==> config.mk <==
export PLATFORM = sky130hd
export DESIGN_NAME = regfile_write_arbiter
export DESIGN_NICKNAME = d
export VERILOG_FILES = /design/src/rtl/regfile_wb_pkg.sv /design/src/rtl/wb_fifo.sv /design/src/rtl/regfile_write_arbiter.sv
export SDC_FILE = /design/constraint.sdc
export NUM_CORES = 1
export LEC_CHECK = 0
export ABC_CLOCK_PERIOD_IN_PS = 3200
export BUFFER_PORTS_ARGS = -buffer_cell sky130_fd_sc_hd__buf_2
export CORE_MARGIN = 4
export CORE_UTILIZATION = 49
export CTS_BUF_LIST = sky130_fd_sc_hd__clkbuf_16
export CTS_CLUSTER_DIAMETER = 200
export CTS_CLUSTER_SIZE = 10
export DETAILED_ROUTE_END_ITERATION = 8
export HOLD_SLACK_MARGIN = 0.06
export PLACE_DENSITY = 0.77
export SYNTH_ARGS = -nofsm -noshare
export SYNTH_HDL_FRONTEND = slang
export SYNTH_HIERARCHICAL = 1
export SYNTH_SLANG_ARGS = --single-unit
==> constraint.sdc <==
create_clock -name clk -period 3.2 [get_ports clk]
set_clock_uncertainty 0.05 [all_clocks]
set_input_delay 0.64 -clock clk [delete_from_list [all_inputs] [get_ports clk]]
set_output_delay 0.64 -clock clk [all_outputs]
set_load 0.01 [all_outputs]
==> src/rtl/regfile_wb_pkg.sv <==
// Shared definitions for the register-file write arbiter: parameter defaults,
// the FIFO entry layout and pointer/level width helpers.
package regfile_wb_pkg;

    localparam int N_DEF          = 32;
    localparam int ADDR_DEF       = 5;
    localparam int DEPTH_DEF      = 4;
    localparam int STARVE_MAX_DEF = 8;

    // Entry layout at the default widths; the top rebuilds it from its own parameters.
    typedef struct packed {
        logic [ADDR_DEF-1:0] rd;
        logic [N_DEF-1:0]    data;
    } wb_entry_t;

    function automatic int ptr_w(input int depth);
        return $clog2(depth);
    endfunction

    function automatic int lvl_w(input int depth);
        return $clog2(depth) + 1;
    endfunction

endpackage

==> src/rtl/wb_fifo.sv <==
// Synchronous FIFO buffering load/multiply writebacks; power-of-two depth,
// pointers wrap naturally, async active-low reset flushes it.
module wb_fifo
    import regfile_wb_pkg::*;
#(
    parameter int W     = 37,
    parameter int DEPTH = DEPTH_DEF
) (
    input  logic                      clk,
    input  logic                      reset,
    input  logic                      push_i,
    input  logic                      pop_i,
    input  logic [W-1:0]              wdata_i,
    output logic [W-1:0]              rdata_o,
    output logic                      full_o,
    output logic                      empty_o,
    output logic [lvl_w(DEPTH)-1:0]   level_o
);

    localparam int PW = ptr_w(DEPTH);
    localparam int LW = lvl_w(DEPTH);

    logic [W-1:0]  mem_q [DEPTH];
    logic [PW-1:0] wptr_q, wptr_d, rptr_q, rptr_d;
    logic [LW-1:0] level_q, level_d;
    logic          do_push, do_pop;

    assign full_o  = (level_q == LW'(DEPTH));
    assign empty_o = (level_q == '0);
    assign do_push = push_i && !full_o;
    assign do_pop  = pop_i && !empty_o;
    assign rdata_o = mem_q[rptr_q];
    assign level_o = level_q;

    always_comb begin
        wptr_d  = wptr_q;
        rptr_d  = rptr_q;
        level_d = level_q;
        if (do_push) wptr_d = wptr_q + 1'b1;
        if (do_pop)  rptr_d = rptr_q + 1'b1;
        if (do_push && !do_pop)      level_d = level_q + 1'b1;
        else if (do_pop && !do_push) level_d = level_q - 1'b1;
    end

    always_ff @(posedge clk or negedge reset) begin
        if (!reset) begin
            wptr_q  <= '0;
            rptr_q  <= '0;
            level_q <= '0;
        end else begin
            wptr_q  <= wptr_d;
            rptr_q  <= rptr_d;
            level_q <= level_d;
        end
    end

    // Storage needs no reset: the pointers alone define what is valid.
    always_ff @(posedge clk) begin
        if (do_push) mem_q[wptr_q] <= wdata_i;
    end

endmodule

==> src/rtl/regfile_write_arbiter.sv <==
// Merges ALU and load/mul writebacks onto the single register-file write port,
// with FIFO buffering and starvation-forced drains. WB_SCOREBOARD_EN adds pending_o.
module regfile_write_arbiter
    import regfile_wb_pkg::*;
#(
    parameter int N          = N_DEF,
    parameter int ADDR       = ADDR_DEF,
    parameter int DEPTH      = DEPTH_DEF,
    parameter int STARVE_MAX = STARVE_MAX_DEF
) (
    input  logic                     clk,
    input  logic                     reset,
    input  logic                     alu_valid_i,
    input  logic [ADDR-1:0]          alu_reg_i,
    input  logic [N-1:0]             alu_data_i,
    output logic                     alu_stall_o,
    input  logic                     ls_valid_i,
    output logic                     ls_ready_o,
    input  logic [ADDR-1:0]          ls_reg_i,
    input  logic [N-1:0]             ls_data_i,
    output logic                     Reg_Write_o,
    output logic [ADDR-1:0]          Write_Register_o,
    output logic [N-1:0]             Write_Data_o,
    output logic [lvl_w(DEPTH)-1:0]  fifo_level_o
`ifdef WB_SCOREBOARD_EN
    ,
    output logic [2**ADDR-1:0]       pending_o
`endif
);

    localparam int LW = lvl_w(DEPTH);
    // One spare count above STARVE_MAX: age can tick once more while the stall is pending.
    localparam int AW = $clog2(STARVE_MAX + 2);

    typedef struct packed {
        logic [ADDR-1:0] rd;
        logic [N-1:0]    data;
    } entry_t;

    entry_t          push_ent, head;
    logic            fifo_full, fifo_empty;
    logic            push, pop, alu_eff;
    logic [AW-1:0]   age_q, age_d;
    logic            stall_q, stall_d;
    logic            we_q, we_d;
    logic [ADDR-1:0] wreg_q, wreg_d;
    logic [N-1:0]    wdata_q, wdata_d;

    assign ls_ready_o = !fifo_full;
    assign push       = ls_valid_i && ls_ready_o && (ls_reg_i != '0);
    assign push_ent   = '{rd: ls_reg_i, data: ls_data_i};
    assign alu_eff    = alu_valid_i && (alu_reg_i != '0) && !stall_q;

    wb_fifo #(.W($bits(entry_t)), .DEPTH(DEPTH)) u_fifo (
        .clk     (clk),
        .reset   (reset),
        .push_i  (push),
        .pop_i   (pop),
        .wdata_i (push_ent),
        .rdata_o (head),
        .full_o  (fifo_full),
        .empty_o (fifo_empty),
        .level_o (fifo_level_o)
    );

    // The FIFO wins when forced by a stall or when the ALU has nothing to write.
    always_comb begin
        pop     = 1'b0;
        we_d    = 1'b0;
        wreg_d  = wreg_q;
        wdata_d = wdata_q;
        if (!fifo_empty && (stall_q || !alu_eff)) begin
            pop     = 1'b1;
            we_d    = 1'b1;
            wreg_d  = head.rd;
            wdata_d = head.data;
        end else if (alu_eff) begin
            we_d    = 1'b1;
            wreg_d  = alu_reg_i;
            wdata_d = alu_data_i;
        end
    end

    always_comb begin
        age_d   = age_q;
        stall_d = (age_q == AW'(STARVE_MAX));
        if (fifo_empty || pop)           age_d = '0;
        else if (age_q <= AW'(STARVE_MAX)) age_d = age_q + 1'b1;
    end

    always_ff @(posedge clk or negedge reset) begin
        if (!reset) begin
            age_q   <= '0;
            stall_q <= 1'b0;
            we_q    <= 1'b0;
            wreg_q  <= '0;
            wdata_q <= '0;
        end else begin
            age_q   <= age_d;
            stall_q <= stall_d;
            we_q    <= we_d;
            wreg_q  <= wreg_d;
            wdata_q <= wdata_d;
        end
    end

    assign alu_stall_o      = stall_q;
    assign Reg_Write_o      = we_q;
    assign Write_Register_o = wreg_q;
    assign Write_Data_o     = wdata_q;

`ifdef WB_SCOREBOARD_EN
    for (genvar r = 0; r < 2**ADDR; r++) begin : g_sb
        if (r == 0) begin : g_r0
            assign pending_o[r] = 1'b0;
        end else begin : g_rn
            logic [LW-1:0] cnt_q, cnt_d;
            logic          inc, dec;

            assign inc = push && (ls_reg_i == ADDR'(r));
            assign dec = pop && (head.rd == ADDR'(r));

            always_comb begin
                cnt_d = cnt_q;
                if (inc && !dec)      cnt_d = cnt_q + 1'b1;
                else if (dec && !inc) cnt_d = cnt_q - 1'b1;
            end

            always_ff @(posedge clk or negedge reset) begin
                if (!reset) cnt_q <= '0;
                else        cnt_q <= cnt_d;
            end

            assign pending_o[r] = (cnt_q != '0);
        end
    end
`endif

endmodule

==> results of run 1 <==
==> final timing paths <==
kind,endpoint,slack (ps),cells after the start
worst min-delay path,u_fifo/level_o[2],210,1
worst max-delay path,u_fifo/level_o[1],720,9
min in group clk,Write_Data_o[29],370,2
max in group asynchronous,Write_Data_o[0],2080,2
worst min register to register,u_fifo/level_o[2],480,1
worst max register to register,u_fifo/level_o[2],730,10
==> kinds of logic (layout without fill, tap and decap cells) <==
kind of cell / Yosys count / in the layout / share of synthesized area (%)
adder cells (fa/ha/maj): 8 / 8 / 1.36
flip-flops: 198 / 198 / 72.2
AND/OR/NAND/NOR: 27 / 27 / 1.94
other: 0 / 1 / 0
AO/OA/AOI/OAI: 13 / 13 / 1.06
XOR/XNOR: 6 / 6 / 0.666
multiplexers: 109 / 109 / 20.8
buffers and inverters: 27 / 173 / 2.00
==> power breakdown <==
group | switching (uW) | internal, uW | total (uW) | leakage [uW]
Clock | 888 | 1230 | 2120 | 0.000284
Combinational | 1190 | 1370 | 2560 | 0.00125
Sequential | 309 | 3460 | 3770 | 0.00194
Total | 2390 | 6070 | 8450 | 0.00347
==> cell usage in the layout (no fill, tap or decap), types with 2 or more instances in the layout <==
cell type	instances
edfxtp_1	148
buf_2	120
mux2_2	53
dfrtp_1	48
mux4_2	37
clkbuf_16	19
mux2_1	15
inv_1	8
ha_1	7
buf_4	7
nand2_1	6
o21ai_0	6
clkinv_2	5
clkinvlp_4	5
buf_12	5
mux2i_1	4
and2_2	4
xnor2_1	4
nor2b_1	3
nor2_1	3
or3_1	2
nor3_1	2
nand3_1	2
bufinv_16	2
xor2_1	2
dfrtp_2	2
==> state kept, by name, summed over array words and instances, names as in the netlist <==
signal / count
u_fifo/mem_q: 148
Reg_Write_o: 1
Write_Data_o: 32
Write_Register_o: 5
alu_stall_o: 1
u_fifo/level_o: 3
age_q: 4
u_fifo/wptr_q: 2
u_fifo/rptr_q: 2
==> cell type report <==
type / count / area [um^2] / area share [%]
Antenna cell: 1 / 2.50 / 0.0266
Inverter: 9 / 33.8 / 0.359
Timing Repair Buffer: 132 / 753 / 8.01
Clock inverter: 13 / 126 / 1.34
Tap cell: 216 / 270 / 2.87
Sequential cell: 198 / 5700 / 60.6
Multi-Input combinational cell: 163 / 2050 / 21.8
Clock buffer: 19 / 475 / 5.05
==> Yosys cell counts (3+ instances only) <==
| master | n | share of area [%] |
|---|---|---|
| inv_1 | 9 | 0.43 |
| mux2i_1 | 4 | 0.51 |
| buf_4 | 3 | 0.29 |
| mux2_2 | 53 | 7.6 |
| nand2_1 | 6 | 0.29 |
| buf_6 | 5 | 0.71 |
| ha_1 | 7 | 1.1 |
| nor2b_1 | 3 | 0.24 |
| nor2_1 | 3 | 0.14 |
| and2_1 | 4 | 0.32 |
| dfrtp_1 | 50 | 16 |
| edfxtp_1 | 148 | 56 |
| buf_2 | 6 | 0.38 |
| mux4_2 | 37 | 11 |
| clkbuf_1 | 4 | 0.19 |
| mux2_1 | 15 | 2.1 |
| o21ai_0 | 6 | 0.38 |
| xnor2_1 | 4 | 0.44 |
==> worst max-delay path: stages <==
cell and delay (ps):
buf_2 110, or4_4 550, o21a_1 230, nor2_1 150, nand2_1 110, ha_1 230
inv_1 70, fa_1 400, mux2_2 260
==> through the flow <==
| step | power (uW) | cells |
|---|---|---|
| 6_report | 8450 | 751 |
| 5_1_grt | 8930 | 750 |
| 4_1_cts | 8580 | 750 |
| 3_5_place_dp | 6460 | 718 |
| 3_3_place_gp | 6330 | 718 |
| 2_1_floorplan | 5590 | 388 |
==> routing by layer <==
metal	global-route usage, %	part of all wire [%]	up-vias
li1	-	-	1801
met1	22.8	41	2044
met2	28.8	52	100
met3	4.62	4.6	26
met4	6.39	1.9	4
met5	0	0.14	-
==> impl_metrics.csv, run 1 <==
group,metric,value,unit
route,drc,0,
job,maxCapViolCount,0,
route,vias_per_cell,5.29,
clocking,htree_num_levels,4,
sta,slew-limit-headroom,52.5,%
synth,syn_avg_cell_area,20.3,um^2
global_routing,grt_usage,17.6,%
global_routing,grt_first_pass_wirelength,23700,um
clocking,clk_pin_slew,70,ps
synth,synth_flop_cell,"edfxtp_1",
sta,maxSlewViolCount,0,
route,dr.first_iter.drc_count,294,
placed_design,hpwl,9950,um
cells_and_area,final_area,0.00941,mm^2
setup_path,cp-start-kind,"primary input",
setup_path,arrival,2750,ps
clocking,cts_buffers,17,
clocking,clock_path_buffers,2,
global_routing,grt_pass1_vias,4303,
power,power_density,899,mW/mm^2
setup_path,r2r_start,"u_fifo/level_o[2]",
status,status,"completed",
power,ir_drop,656,uV
die,fp.dieW,135,um
route,ant_nets,0,
power,cellLeakagePower,0.00347,uW
clocking,cts-root-buf,"clkbuf_16",
placed_design,dp_slack,286,ps
global_routing,grt_max_degree,38,
setup_path,required,3470,ps
route,firstDrtPassIters,4,
global_routing,grt_antenna_before_repair,2,
sta,finalHoldWorstSlack,208,ps
placed_design,routabilityCongestion,0.743,
sta,setup_tns,0,ps
sta,worst_pin_slew,712,ps
clocking,clock-sinks,198,
sta,layout_min_cycle_time,2480,ps
sta,max_freq,403,MHz
clocking,cts_tree,"done",
route,routed_wl,14900,um
clocking,post_cts_buffers,0,
worst_hold_path,hold_class,"in2async",
clocking,clk_latency,430,ps
synth,syn-num-nets,474,
placed_design,port-buffer-count,120,
die,die_h,135,um
synth,synth_area,0.00789,mm^2
route,wl_per_cell,19.8,um
cells_and_area,drive_gt1_share,49.3,%
synth,ys_types,35,
synth,async_flop_share,25.3,%
sta,post-route-period-util,77.6,%
die,fp.dieArea,0.0182,mm^2
die,initial_core_util,49.8,%
route,via_count,3975,
cells_and_area,fill_cells,1189,
synth,synth_edf_count,148,
clocking,cts_resized,0,
sta,hold_viol,0,
synth,ys_seq_area_share,72.2,%
global_routing,grt_overflow,0,
placed_design,placed_cell_area,0.00880,mm^2
die,rows,46,
die,io-pin-count,121,
synth,ys_warn_count,6,
cells_and_area,syn_to_final_growth,19.3,%
sta,finalSetupViolCount,0,
cells_and_area,fin_nets,607,
synth,ys_ff_latch,198,
setup_path,cp_max_fo,5,
synth,synthCells,388,
clocking,hold_buffers,0,
cells_and_area,fin_util,59.4,%
setup_path,cp-startpoint,"alu_reg_i[3]",
die,core_area,0.0158,mm^2
setup_path,worstSetupEndpointType,"flip-flop",
setup_path,critical_path_class,"in2reg",
sta,rsz0062_at_grt,"false",
sta,fin_ws,718,ps
Power figures use the tool's default switching activity.
==> run 2, diff against run 1 <==
Settings changed: ABC_AREA set to 1, ABC_CLOCK_PERIOD_IN_PS 3200 to 2260, PLACE_DENSITY 0.77 to 0.8.
Clock period 3.2 ns to 2.26 ns, I/O delays scaled along.
==> run 2 against run 1 <==
Net effect: critical path depth up 5; clock power up 28%; global-route usage up 0.86 points; first-iteration DRC count up 29%; routed wire length up 19%; die area up 6.8%; combinational power up 62%; flip-flop and latch count unchanged; worst hold slack worse by 28 ps; via count up 41%.
==> impl_metrics.csv, run 2 <==
group,metric,value,unit
status,status,"completed",
cells_and_area,multi_input_area,0.00210,mm^2
cells_and_area,regArea,0.00570,mm^2
clocking,htree_num_levels,4,
synth,syn-num-nets,830,
power,ir_drop,804,uV
clocking,clock-sinks,198,
sta,worst_pin_slew,672,ps
power,cellLeakagePower,0.00427,uW
route,via_count,5617,
clocking,cts_buffers,17,
setup_path,r2r_start,"u_fifo/level_o[0]",
power,swShare,35.6,%
route,dr.first_iter.drc_count,379,
die,initial_core_util,50.5,%
die,fp.dieW,139,um
setup_path,r2r_slack,120,ps
setup_path,critical_path_class,"reg2reg",
route,wl_per_cell,16.2,um
setup_path,cp_max_fo,4,
cells_and_area,fin_nets,948,
sta,hold_viol,0,
clocking,cts_tree,"done",
cells_and_area,syn_to_final_growth,16.7,%
clocking,clk_latency,420,ps
route,routed_wl,17700,um
power,clkPwrFrac,22.5,%
synth,ys_types,26,
power,p_comb_share,34.3,%
cells_and_area,final_common_cell,"nand2_1",
setup_path,worstReg2RegEnd,"u_fifo/level_o[2]",
global_routing,grt_max_degree,77,
clocking,clk_pin_slew,70,ps
worst_hold_path,hold_class,"in2reg",
power,p_switching,4300,uW
setup_path,cp-start-kind,"flip-flop",
setup_path,arrival,2400,ps
clocking,clock_path_buffers,2,
synth,syn_avg_cell_area,11.4,um^2
sta,post-route-period-util,94.7,%
cells_and_area,top_register,"u_fifo/mem_q",
cells_and_area,final_cell_mix,"171 x nand2_1, 148 x edfxtp_1, 120 x buf_2",
synth,ys_warn_count,6,
synth,synth_top_cell_by_area,"edfxtp_1",
setup_path,cp-startpoint,"u_fifo/level_o[0]",
sta,fin_ws,119,ps
global_routing,grt_antenna_before_repair,2,
sta,maxSlewViolCount,0,
die,die_h,139,um
sta,max_freq,467,MHz
synth,synth_flop_cell,"edfxtp_1",
synth,ys_ff_latch,198,
synth,synth_common_cells,"172 x nand2_1, 148 x edfxtp_1, 120 x nand3_1",
power,power_frac_seq,43.2,%
cells_and_area,layoutNonFillerInstCount,1095,
synth,yosysMostFrequentCell,"nand2_1",
placed_design,dp_slack,52.6,ps
setup_path,r2r_cells,14,
synth,synth_area,0.00846,mm^2
placed_design,hpwl,10900,um
global_routing,grt_pass1_vias,5494,
die,fp.dieArea,0.0194,mm^2
setup_path,endpoint,"u_fifo/level_o[2]",
route,firstDrtPassIters,4,
die,core_area,0.0168,mm^2
synth,async_flop_share,25.3,%
sta,slew-limit-headroom,55.2,%
placed_design,place_inst,1059,
synth,ys_top_cells_by_area,"edfxtp_1 53%, dfrtp_1 15%, nand2_1 7.6%",
cells_and_area,fill_cells,1331,
die,io-pin-count,121,
setup_path,worstSetupEndpointType,"flip-flop",
synth,synthCells,744,
cells_and_area,drive_gt1_share,21.5,%
cells_and_area,antenna_cells,0,
route,vias_per_cell,5.13,
cells_and_area,largest_register_ffs,148,
clocking,cts-root-buf,"clkbuf_16",
sta,layout_min_cycle_time,2140,ps
route,ant_nets,0,
placed_design,port-buffer-count,120,
global_routing,grt_overflow,0,
job,maxCapViolCount,0,
synth,ys_seq_area_share,67.3,%
die,rows,47,
route,drc,0,
placed_design,routabilityCongestion,0.789,
setup_path,required,2520,ps
sta,finalSetupViolCount,0,
synth,synth_edf_count,148,
synth,netlist.area_leader.share,52.5,%
global_routing,grt_usage,18.4,%
power,p_int,7790,uW
power,power_density,1220,mW/mm^2
global_routing,grt_first_pass_wirelength,27900,um
==> run 2: changes by cell type in the layout (fill, tap and decap cells not counted), sizes merged, moves of 3 or more <==
cell      delta
nand2      +167
inv         +99
xnor2        -3
buf          +9
nor2b        -3
nand3      +121
and2         -4
nor2         +7
o21ai        -5
mux2i        -4
mux2        -68
o211ai      +74
mux4        -37
clkinvlp     -3
==> run 2: power by group through the flow <==
stage	registers (uW)	logic, uW	clock network [uW]
after floorplan	5430	2710	0
after global placement	5260	4000	0
after detailed placement	5280	4110	0
after CTS	5220	4140	2780
after global routing	5310	4670	2960
final	5220	4150	2720
==> run 2: how the worst min path moves through the flow <==
stage                           startpoint                  end  cells past startpoint
after floorplan                      reset          Reg_Write_o                      0
after global placement    Write_Data_o[31]     Write_Data_o[31]                      2
after detailed placement  Write_Data_o[28]     Write_Data_o[28]                      2
after CTS                    ls_data_i[22]  u_fifo/mem_q[1][22]                      1
after global routing         ls_data_i[24]  u_fifo/mem_q[2][24]                      1
final                        ls_data_i[22]  u_fifo/mem_q[3][22]                      1
==> run 2: what timing repair did <==
action | 4_1_cts | 5_1_grt
setup endpoints to repair | 0 | 2
gates resized for setup | 0 | 6
buffers inserted | 0 | 3
hold endpoints to repair | 27 | 0
hold buffers | 1 | 0
==> run 2: area by class of cell <==
cell class              count  area share [%]
flip-flops and latches    198            57.7
multi-input cells         399            21.3
well taps                 220            2.79
repair buffers            142            8.79
clock inverters            14           0.862
clock buffers              18            4.56
inverters                 104            3.98
==> run 2: metal layers <==
| layer | wire (um) | part of all wire (%) | track usage [%] | vias to the layer above |
|---|---|---|---|---|
| li1 | - | - | - | 2791 |
| met1 | 7650 | 43 | 23.3 | 2622 |
| met2 | 8650 | 49 | 31.0 | 169 |
| met3 | 1080 | 6.1 | 5.04 | 31 |
| met4 | 322 | 1.8 | 5.92 | 4 |
| met5 | 21 | 0.12 | 0 | - |
==> run 2: cell families (layout without fill, tap and decap cells) <==
family                     count (synthesis)  in the layout  share of synthesized area (%)
buffers and inverters                    147            278                           8.36
adders and majority gates                  8              8                           1.27
xor gates and xnor gates                   2              2                          0.207
AOI/OAI and AO/OA                         79             79                           6.86
DFF                                      198            198                           67.3
and+or+nand+nor                          310            310                           16.0
==> run 2: critical path, stage by stage, from the launching register on <==
cell	delay, ps
dfrtp_2	440
inv_1	110
nand3_2	110
clkinv_1	90
inv_2	40
nand2_2	70
inv_1	60
nand2_1	100
ha_2	200
inv_1	80
fa_1	380
nand2_1	100
nand3_1	90
nand2_1	70
nand2_1	50
==> run 2: per-stage QoR <==
| step | cell area [um^2] | utilization [%] | power (uW) | hold slack (ps) | setup TNS (ps) |
|---|---|---|---|---|---|
| after detailed placement | 9290 | 55.4 | 9400 | 443 | 0 |
| after global routing | 9870 | 58.9 | 12900 | 166 | -17.5 |
| final | 9870 | 58.9 | 12100 | 181 | 0 |
| after global placement | 9290 | 55.4 | 9260 | 438 | 0 |
| after CTS | 9830 | 58.7 | 12100 | 159 | 0 |
| after floorplan | 8470 | - | 8130 | 106 | -46350 |
